--- src/rtl/wb_stage_regfile_if.sv ---
// rtl/wb_stage_regfile_if.sv - MEM/WB-side and decode-side signal bundle for wb_stage_regfile
//
// Purpose: groups the write-back request (from the MEM/WB register), the two
// decode read ports and the block's outputs into one interface.
// Modports:
//   slave  - used by wb_stage_regfile: takes WB_en, MEM_R_en, ALU_result,
//            MEM_read_value, Dest, src1, src2; drives reg1, reg2, wb_value,
//            wb_dest, wb_valid, retired_count.
//   master - the pipeline/decode side: the mirror image of slave.
interface wb_stage_regfile_if;
    logic        WB_en;
    logic        MEM_R_en;
    logic [31:0] ALU_result;
    logic [31:0] MEM_read_value;
    logic [3:0]  Dest;
    logic [3:0]  src1;
    logic [3:0]  src2;
    logic [31:0] reg1;
    logic [31:0] reg2;
    logic [31:0] wb_value;
    logic [3:0]  wb_dest;
    logic        wb_valid;
    logic [31:0] retired_count;

    modport slave (
        input  WB_en, MEM_R_en, ALU_result, MEM_read_value, Dest, src1, src2,
        output reg1, reg2, wb_value, wb_dest, wb_valid, retired_count
    );

    modport master (
        output WB_en, MEM_R_en, ALU_result, MEM_read_value, Dest, src1, src2,
        input  reg1, reg2, wb_value, wb_dest, wb_valid, retired_count
    );
endinterface

--- src/rtl/wb_stage_regfile.sv ---
// rtl/wb_stage_regfile.sv - write-back select, 16x32 register file with bypassed reads, retire counter
//
// Purpose: selects the retiring value (load data or ALU result), commits it to
// the architectural register file, serves two combinational decode read ports
// with same-cycle write-through bypass, and counts committed writes.
// Ports:
//   clk  - pipeline clock, all state updates on the rising edge
//   rst  - synchronous active-high reset (clears file and counter)
//   bus  - wb_stage_regfile_if.slave: write-back request, read indices, outputs
module wb_stage_regfile (
    input  logic                  clk,
    input  logic                  rst,
    wb_stage_regfile_if.slave     bus
);

    logic [31:0] regs [16];
    logic [31:0] count_q;
    logic [31:0] wb_value_c;

    // Select does not look at WB_en so the forwarding network always sees a value.
    assign wb_value_c = bus.MEM_R_en ? bus.MEM_read_value : bus.ALU_result;

    assign bus.wb_value      = wb_value_c;
    assign bus.wb_dest       = bus.Dest;
    assign bus.wb_valid      = bus.WB_en;
    assign bus.retired_count = count_q;

    // Write-through bypass: a write retiring this cycle is visible to decode
    // in the same cycle, before it lands in the file.
    assign bus.reg1 = (bus.WB_en && (bus.Dest == bus.src1)) ? wb_value_c : regs[bus.src1];
    assign bus.reg2 = (bus.WB_en && (bus.Dest == bus.src2)) ? wb_value_c : regs[bus.src2];

    // Reset has priority: a write presented in a reset cycle is dropped and not counted.
    always_ff @(posedge clk) begin
        if (rst) begin
            for (int i = 0; i < 16; i++) begin
                regs[i] <= '0;
            end
            count_q <= '0;
        end else if (bus.WB_en) begin
            regs[bus.Dest] <= wb_value_c;
            count_q        <= count_q + 32'd1;
        end
    end

endmodule

--- src/flat_wrapper.sv ---
// flat-port wrapper written by rule: the top's interface ports become plain ports
module wb_stage_regfile_flat 
  (clk, rst, bus_WB_en, bus_MEM_R_en, bus_ALU_result, bus_MEM_read_value, bus_Dest, bus_src1, bus_src2, bus_reg1, bus_reg2, bus_wb_value, bus_wb_dest, bus_wb_valid, bus_retired_count);
  wb_stage_regfile_if bus_i ();
  input  logic clk;
  input  logic rst;
  input wire logic [$bits(bus_i.WB_en)-1:0] bus_WB_en;
  input wire logic [$bits(bus_i.MEM_R_en)-1:0] bus_MEM_R_en;
  input wire logic [$bits(bus_i.ALU_result)-1:0] bus_ALU_result;
  input wire logic [$bits(bus_i.MEM_read_value)-1:0] bus_MEM_read_value;
  input wire logic [$bits(bus_i.Dest)-1:0] bus_Dest;
  input wire logic [$bits(bus_i.src1)-1:0] bus_src1;
  input wire logic [$bits(bus_i.src2)-1:0] bus_src2;
  output wire logic [$bits(bus_i.reg1)-1:0] bus_reg1;
  output wire logic [$bits(bus_i.reg2)-1:0] bus_reg2;
  output wire logic [$bits(bus_i.wb_value)-1:0] bus_wb_value;
  output wire logic [$bits(bus_i.wb_dest)-1:0] bus_wb_dest;
  output wire logic [$bits(bus_i.wb_valid)-1:0] bus_wb_valid;
  output wire logic [$bits(bus_i.retired_count)-1:0] bus_retired_count;
  assign bus_i.WB_en = bus_WB_en;
  assign bus_i.MEM_R_en = bus_MEM_R_en;
  assign bus_i.ALU_result = bus_ALU_result;
  assign bus_i.MEM_read_value = bus_MEM_read_value;
  assign bus_i.Dest = bus_Dest;
  assign bus_i.src1 = bus_src1;
  assign bus_i.src2 = bus_src2;
  assign bus_reg1 = bus_i.reg1;
  assign bus_reg2 = bus_i.reg2;
  assign bus_wb_value = bus_i.wb_value;
  assign bus_wb_dest = bus_i.wb_dest;
  assign bus_wb_valid = bus_i.wb_valid;
  assign bus_retired_count = bus_i.retired_count;
  wb_stage_regfile u_core (.clk(clk), .rst(rst), .bus(bus_i));
endmodule
--- config.mk ---
export PLATFORM = sky130hd
export DESIGN_NAME = wb_stage_regfile_flat
export DESIGN_NICKNAME = d
export VERILOG_FILES = /design/src/rtl/wb_stage_regfile_if.sv /design/src/rtl/wb_stage_regfile.sv /design/src/flat_wrapper.sv
export SDC_FILE = /design/constraint.sdc
export NUM_CORES = 1
export LEC_CHECK = 0
export BUFFER_PORTS_ARGS = -buffer_cell sky130_fd_sc_hd__buf_2
export CORE_UTILIZATION = 53
export DETAILED_ROUTE_END_ITERATION = 7
export GPL_ROUTABILITY_DRIVEN = 0
export GPL_TIMING_DRIVEN = 0
export HOLD_SLACK_MARGIN = 0.15
export PLACE_DENSITY = 0.8
export SLEW_MARGIN = 25
export SYNTH_ARGS = -nofsm -noshare
export SYNTH_HDL_FRONTEND = slang
export SYNTH_SLANG_ARGS = --single-unit
--- constraint.sdc ---
create_clock -name clk -period 5.4 [get_ports clk]
set_input_delay 0.27 -clock clk [delete_from_list [all_inputs] [get_ports clk]]
set_output_delay 0.27 -clock clk [all_outputs]
set_load 0.02 [all_outputs]
==> flow_metrics.py, run 1 <==
metrics = {
    "synthesis": {
        "ys_warn_count": 0,
        "synth_cell_types": 39,
        "synth.most_common_cell": "nor2_1",
        "yosysSeqAreaShare_pct": 57.4,
        "synth_common_cells": "nor2_1, edfxtp_1, mux4_2, clkbuf_1, mux2i_1",
        "synth_area_mm2": 0.0279,
        "synth_area_leaders": "edfxtp_1, mux4_2, nor2_1, mux2i_1, dfxtp_1",
        "synth_flop_cell": "edfxtp_1",
        "synth_edf_count": 512,
        "syn_nets": 2038,
        "ys_ff_latch": 544,
        "synth_top_area_share_pct": 55.1,
        "async_flop_share_pct": 0,
        "synthCells": 1957,
        "yosysTopAreaCell": "edfxtp_1",
        "avgSynthCellArea_um2": 14.3,
    },
    "layout": {
        "drive_gt1_share_pct": 27.1,
        "fill_cells": 3784,
        "area_growth_pct": 13.6,
        "antenna_cells": 0,
        "nNetsFinal": 2302,
    },
    "detailed_routing": {
        "wl_met1_um": 29400,
        "antenna_left": 0,
        "top_layer_used": "met4",
        "wire_per_inst_um": 31.1,
        "drt_iter0_markers": 3298,
        "dr_wl_met2_um": 41900,
        "vias_per_cell": 7.08,
        "wl_um": 91600,
        "drc": 0,
        "via_count": 20800,
        "wl_met3_um": 14500,
        "dr.pass1.iters": 6,
    },
    "global_routing": {
        "grt-ovfl-total": 0,
        "antenna_found_initial": 0,
        "grt_pass1_wl_um": 131000,
        "grt_max_degree": 33,
        "grt_usage_pct": 34.2,
        "grt_pass1_vias": 20700,
    },
    "clocking": {
        "clkTransAtPathRegs_ns": 0.07,
        "cts_setup_buffers": 0,
        "cts_hold_buf": 0,
        "cts_max_level": 2,
        "cts_buffers": 55,
        "clock_path_buffers": 3,
        "insertion_delay_ns": 0.61,
        "root_buffer": "clkbuf_16",
        "post_cts_resized": 0,
        "cts_tree": "yes",
        "clock_sinks": 544,
    },
    "floorplanning": {
        "die_area_mm2": 0.0536,
        "start_util_pct": 54.0,
        "row_count": 83,
        "ios": 213,
        "core_mm2": 0.0517,
        "die_h_um": 232,
        "die_w_um": 232,
    },
    "sta": {
        "tightestPinTransition_ns": 1.22,
        "skew_ns": 0.00313,
        "fin_setup_tns_ns": 0,
        "setup_viol": 0,
        "final-hold-violation-count": 0,
        "max_clock_freq_mhz": 256,
        "rsz0062_at_grt": "false",
        "fin_crit_ns": 3.90,
        "slew_viol_final": 0,
        "fin_crit_sh_pct": 72.3,
        "relSlewSlack_pct": 18.9,
    },
    "setup_path": {
        "arrival_ns": 3.63,
        "worstSetupPathType": "primary input to primary output",
        "slowest_delay_ns": 0.85,
        "crit_family": "buffers and inverters",
        "cp-start-kind": "primary input",
        "critPathMaxFanout": 10,
        "slowest_stage": "clkbuf_1",
        "worstPathCellList": "clkbuf_1 > clkbuf_1 > clkbuf_1 > mux4_2 > a221oi_1 > mux2i_1 > buf_2",
        "cp-end-kind": "primary output",
        "crit_top_cell": "clkbuf_1",
        "path_buf_inv": 4,
        "required_ns": 5.13,
    },
    "power": {
        "max-vdd-ir-drop_uv": 254,
        "powerDensity_mw_per_mm2": 320,
        "switchingPower_mw": 2.67,
        "p_total_mw": 10.2,
        "combPwrFrac_pct": 14.4,
        "seqPwrFrac_pct": 48.9,
        "clockPowerShare_pct": 36.7,
        "netSwitchingFraction_pct": 26.3,
        "internal_power_mw": 7.50,
        "cellLeakagePower_nw": 11.7,
    },
    "hold_path": {
        "min_path_type": "primary input to register",
    },
    "place": {
        "place_hpwl_um": 59100,
        "io_buffers": 203,
    },
    "run": {
        "drv_cap": 0,
    },
    "outcome": {
        "status": "complete, no violations",
    },
}
-- per-layer routing --
layer / global-route usage [%] / vias up
met2: 53.1 / 2023
met3: 12.1 / 396
met1: 41.8 / 10300
met5: 0 / -
li1: - / 8124
met4: 18.9 / 0
-- metrics by stage --
step	instances	hold WS [ns]	setup slack (ns)	util [%]	area, um2
finish	2943	0.163	1.50	61.3	31700
global route	2943	0.193	1.58	61.3	31700
CTS	2943	0.177	1.67	61.3	31700
detailed placement	2844	0.502	1.70	58.0	30000
global placement	2840	0.477	1.37	57.6	29800
floorplan	1957	0.560	2.94	-	27900
-- layout by cell type, fill, tap and decap left out, types with 3 or more instances in the layout --
master / n
a21oi_1: 18
a221oi_1: 62
a22o_1: 62
a31o_2: 3
and3_1: 5
and4_1: 3
buf_1: 6
buf_16: 4
buf_2: 236
buf_4: 5
bufinv_16: 4
clkbuf_1: 154
clkbuf_16: 56
clkinv_1: 17
clkinv_2: 10
dfxtp_1: 32
edfxtp_1: 512
inv_1: 39
mux2_2: 6
mux2i_1: 87
mux2i_2: 8
mux4_2: 258
nand2_1: 23
nand2b_2: 4
nand2b_4: 12
nand3_1: 16
nand4_1: 9
nor2_1: 529
nor2b_1: 10
nor3_1: 5
nor4_1: 4
o21ai_0: 6
o31ai_1: 9
or3_1: 5
or4_1: 11
xnor2_1: 7
xor2_1: 10
-- power by group through the flow --
stage / clock network (mW) / registers, mW / logic, mW
3_5_place_dp: 0 / 5.04 / 1.42
5_1_grt: 3.83 / 4.99 / 1.51
4_1_cts: 3.69 / 4.96 / 1.43
3_3_place_gp: 0 / 5.02 / 1.38
6_report: 3.73 / 4.97 / 1.47
2_1_floorplan: 0 / 5.00 / 0.935
-- worst register-to-register path: stages, from the launching register on --
cell and delay [ns]:
dfxtp_1 0.45, nand3_1 0.21, or4_4 0.61, buf_6 0.17
or4_1 0.49, a21oi_1 0.18
-- final cells by class --
class	count	area, um2	area share, %
Timing Repair Buffer	207	1130	3.55
Tap cell	680	851	2.68
Inverter	39	146	0.461
Clock buffer	64	1430	4.51
Buffer	191	785	2.47
Clock inverter	35	272	0.856
Multi-Input combinational cell	1183	11100	35.0
Sequential cell	544	16000	50.5
-- worst paths after layout --
path	startpoint	to	slack (ns)	depth (start not counted)
max reg2reg	u_core.bus.retired_count[12]	u_core.bus.retired_count[22]	3.21	5
max	bus_src1[1]	bus_reg1[0]	1.50	7
min	bus_MEM_read_value[7]	u_core.regs[1][7]	0.16	3
min reg2reg	u_core.bus.retired_count[21]	u_core.bus.retired_count[21]	0.51	2
-- sequential cells by signal, summed over array words and instances, names as in the netlist --
signal	cells
u_core.bus.retired_count	32
u_core.regs	512
-- cells by family (layout without fill, tap and decap cells) --
family	after synthesis	after routing	share of synthesized area [%]
AOI/OAI and AO/OA	160	160	4.66
xor gates and xnor gates	17	17	0.533
adders and majority gates	1	1	0.0448
buffers and inverters	230	536	3.33
DFF	544	544	57.4
muxes	359	359	24.5
and+or+nand+nor	646	646	9.60
Note: power is estimated with default switching activity, not from simulation.
==> inputs of run 2 (changes only) <==
Settings changed: PLACE_DENSITY 0.8 to 0.82.
Clock period 5.4 ns to 3.2 ns, I/O delays scaled along.
==> run 2 against run 1 <==
Net effect:
- the flow now finishes with violations (DRC, setup timing)
- clock power increased by 66%
- setup slack worse by 1.6 ns
- highest routed layer unchanged
- critical path type unchanged
- die area is the same
- critical path depth did not move
- worst hold slack got worse by 0.0017 ns
- non-clock buffer count is 52 higher
- clock skew increased by 0.0060 ns
- combinational power rose by 75%
- flip-flop and latch count stayed put
- wire length up 3.5%
- via count rose by 3.4%
==> flow_metrics.py, run 2 (same netlist as run 1, synthesis figures left out) <==
metrics = {
    "sta": {
        "rsz0062_at_grt": "false",
        "setup_viol": 1,
        "fin_crit_ns": 3.26,
        "relSlewSlack_pct": 26.2,
        "fin_crit_sh_pct": 102,
        "setup_slack_ns": -0.0604,
        "fin_hold_ws_ns": 0.161,
        "skew_ns": 0.00909,
        "slew_viol_final": 0,
        "tightestPinTransition_ns": 1.08,
        "max_clock_freq_mhz": 307,
        "final-hold-violation-count": 0,
    },
    "power": {
        "powerDensity_mw_per_mm2": 532,
        "p_total_mw": 17.1,
        "cellLeakagePower_nw": 12.0,
        "max-vdd-ir-drop_uv": 434,
    },
    "detailed_routing": {
        "vias_per_cell": 7.17,
        "wl_um": 94800,
        "drt_iter0_markers": 3578,
        "antenna_left": 0,
        "via_count": 21500,
        "dr.pass1.iters": 8,
        "wire_per_inst_um": 31.6,
        "drc": 2,
    },
    "layout": {
        "largest_reg_flops": 512,
        "area_growth_pct": 15.5,
        "final_core_util_pct": 62.3,
        "largest_register": "u_core.regs",
        "layout_commonest_cell": "nor2_1",
        "nNetsFinal": 2355,
        "drive_gt1_share_pct": 27.1,
        "final_cell_mix": "nor2_1, edfxtp_1, mux4_2",
        "post_layout_nonfiller_instances": 3001,
    },
    "global_routing": {
        "antenna_found_initial": 3,
        "grt_pass1_vias": 21600,
        "grt_max_degree": 33,
        "grt_pass1_wl_um": 135000,
        "grt-ovfl-total": 0,
        "grt_usage_pct": 35.3,
    },
    "setup_path": {
        "critPathMaxFanout": 10,
        "cp-end-kind": "primary output",
        "required_ns": 3.04,
        "cp-start-kind": "primary input",
        "arrival_ns": 3.10,
        "worstSetupPathType": "primary input to primary output",
    },
    "floorplanning": {
        "die_area_mm2": 0.0536,
        "ios": 213,
        "core_mm2": 0.0517,
        "die_h_um": 232,
        "row_count": 83,
        "start_util_pct": 54.0,
        "die_w_um": 232,
    },
    "clocking": {
        "insertion_delay_ns": 0.62,
        "cts_tree": "yes",
        "clock_sinks": 544,
        "cts_buffers": 56,
        "clkTransAtPathRegs_ns": 0.06,
        "clock_path_buffers": 3,
        "cts_max_level": 2,
        "root_buffer": "clkbuf_16",
    },
    "hold_path": {
        "min_path_type": "primary input to register",
    },
    "outcome": {
        "violations": "DRC, setup timing",
        "status": "finished, violations left",
    },
    "place": {
        "io_buffers": 203,
        "placedCellCount": 2845,
        "pre_cts_slack_ns": -0.441,
        "place_hpwl_um": 59800,
    },
    "run": {
        "drv_cap": 0,
    },
}
run 2: path summary, 6_finish.rpt:
path | from | to | slack [ns] | cells after the start
max | bus_src2[0] | bus_reg2[21] | -0.06 | 7
min | bus_ALU_result[28] | u_core.regs[12][28] | 0.16 | 3
max reg2reg | u_core.bus.retired_count[6] | u_core.bus.retired_count[22] | 1.06 | 5
min reg2reg | u_core.bus.retired_count[26] | u_core.bus.retired_count[26] | 0.49 | 2
run 2: what timing repair did:
action	in CTS	in global routing
gates resized for setup	12	7
hold buffers	42	9
endpoints found under the hold margin	98	25
endpoints found under the setup margin	48	18
buffers inserted	0	0
run 2: per-stage QoR:
step	TNS [ns]	instance area, um2
after global placement	-233.79	29800
final	-0.0604	32200
after floorplan	0	27900
after detailed placement	-9.29	30000
after CTS	0	32100
after global routing	0	32200
run 2: critical path, stage by stage:
cell	delay, ns
buf_2	0.34
buf_2	0.46
buf_2	0.56
mux4_2	0.57
a221oi_1	0.63
mux2i_1	0.16
buf_2	0.20
run 2: report_power, final:
part,switching (mW),total (mW),internal (mW)
Combinational,1.54,2.57,1.02
Clock,2.89,6.18,3.29
Sequential,0.218,8.39,8.18
run 2: layout make-up:
| type | instances | area [um2] |
|---|---|---|
| Fill cell | 3622 | 19500 |
| Sequential cell | 544 | 16000 |
| Multi-Input combinational cell | 1183 | 11100 |
| Timing Repair Buffer | 259 | 1640 |
| Clock buffer | 68 | 1450 |
| Tap cell | 680 | 851 |
| Buffer | 191 | 807 |
| Clock inverter | 33 | 210 |
| Inverter | 39 | 146 |
| Antenna cell | 4 | 10.0 |
run 2: metal layers:
metal  part of all wire, %  wire [um]  GRT usage (%)  up-vias
met4                   7.2       6800           22.5        0
met3                    16      14800           12.4      551
met5                     0          0              0        -
li1                      -          -              -     8226
met2                    46      43800           55.1     2306
met1                    31      29300           41.7    10400
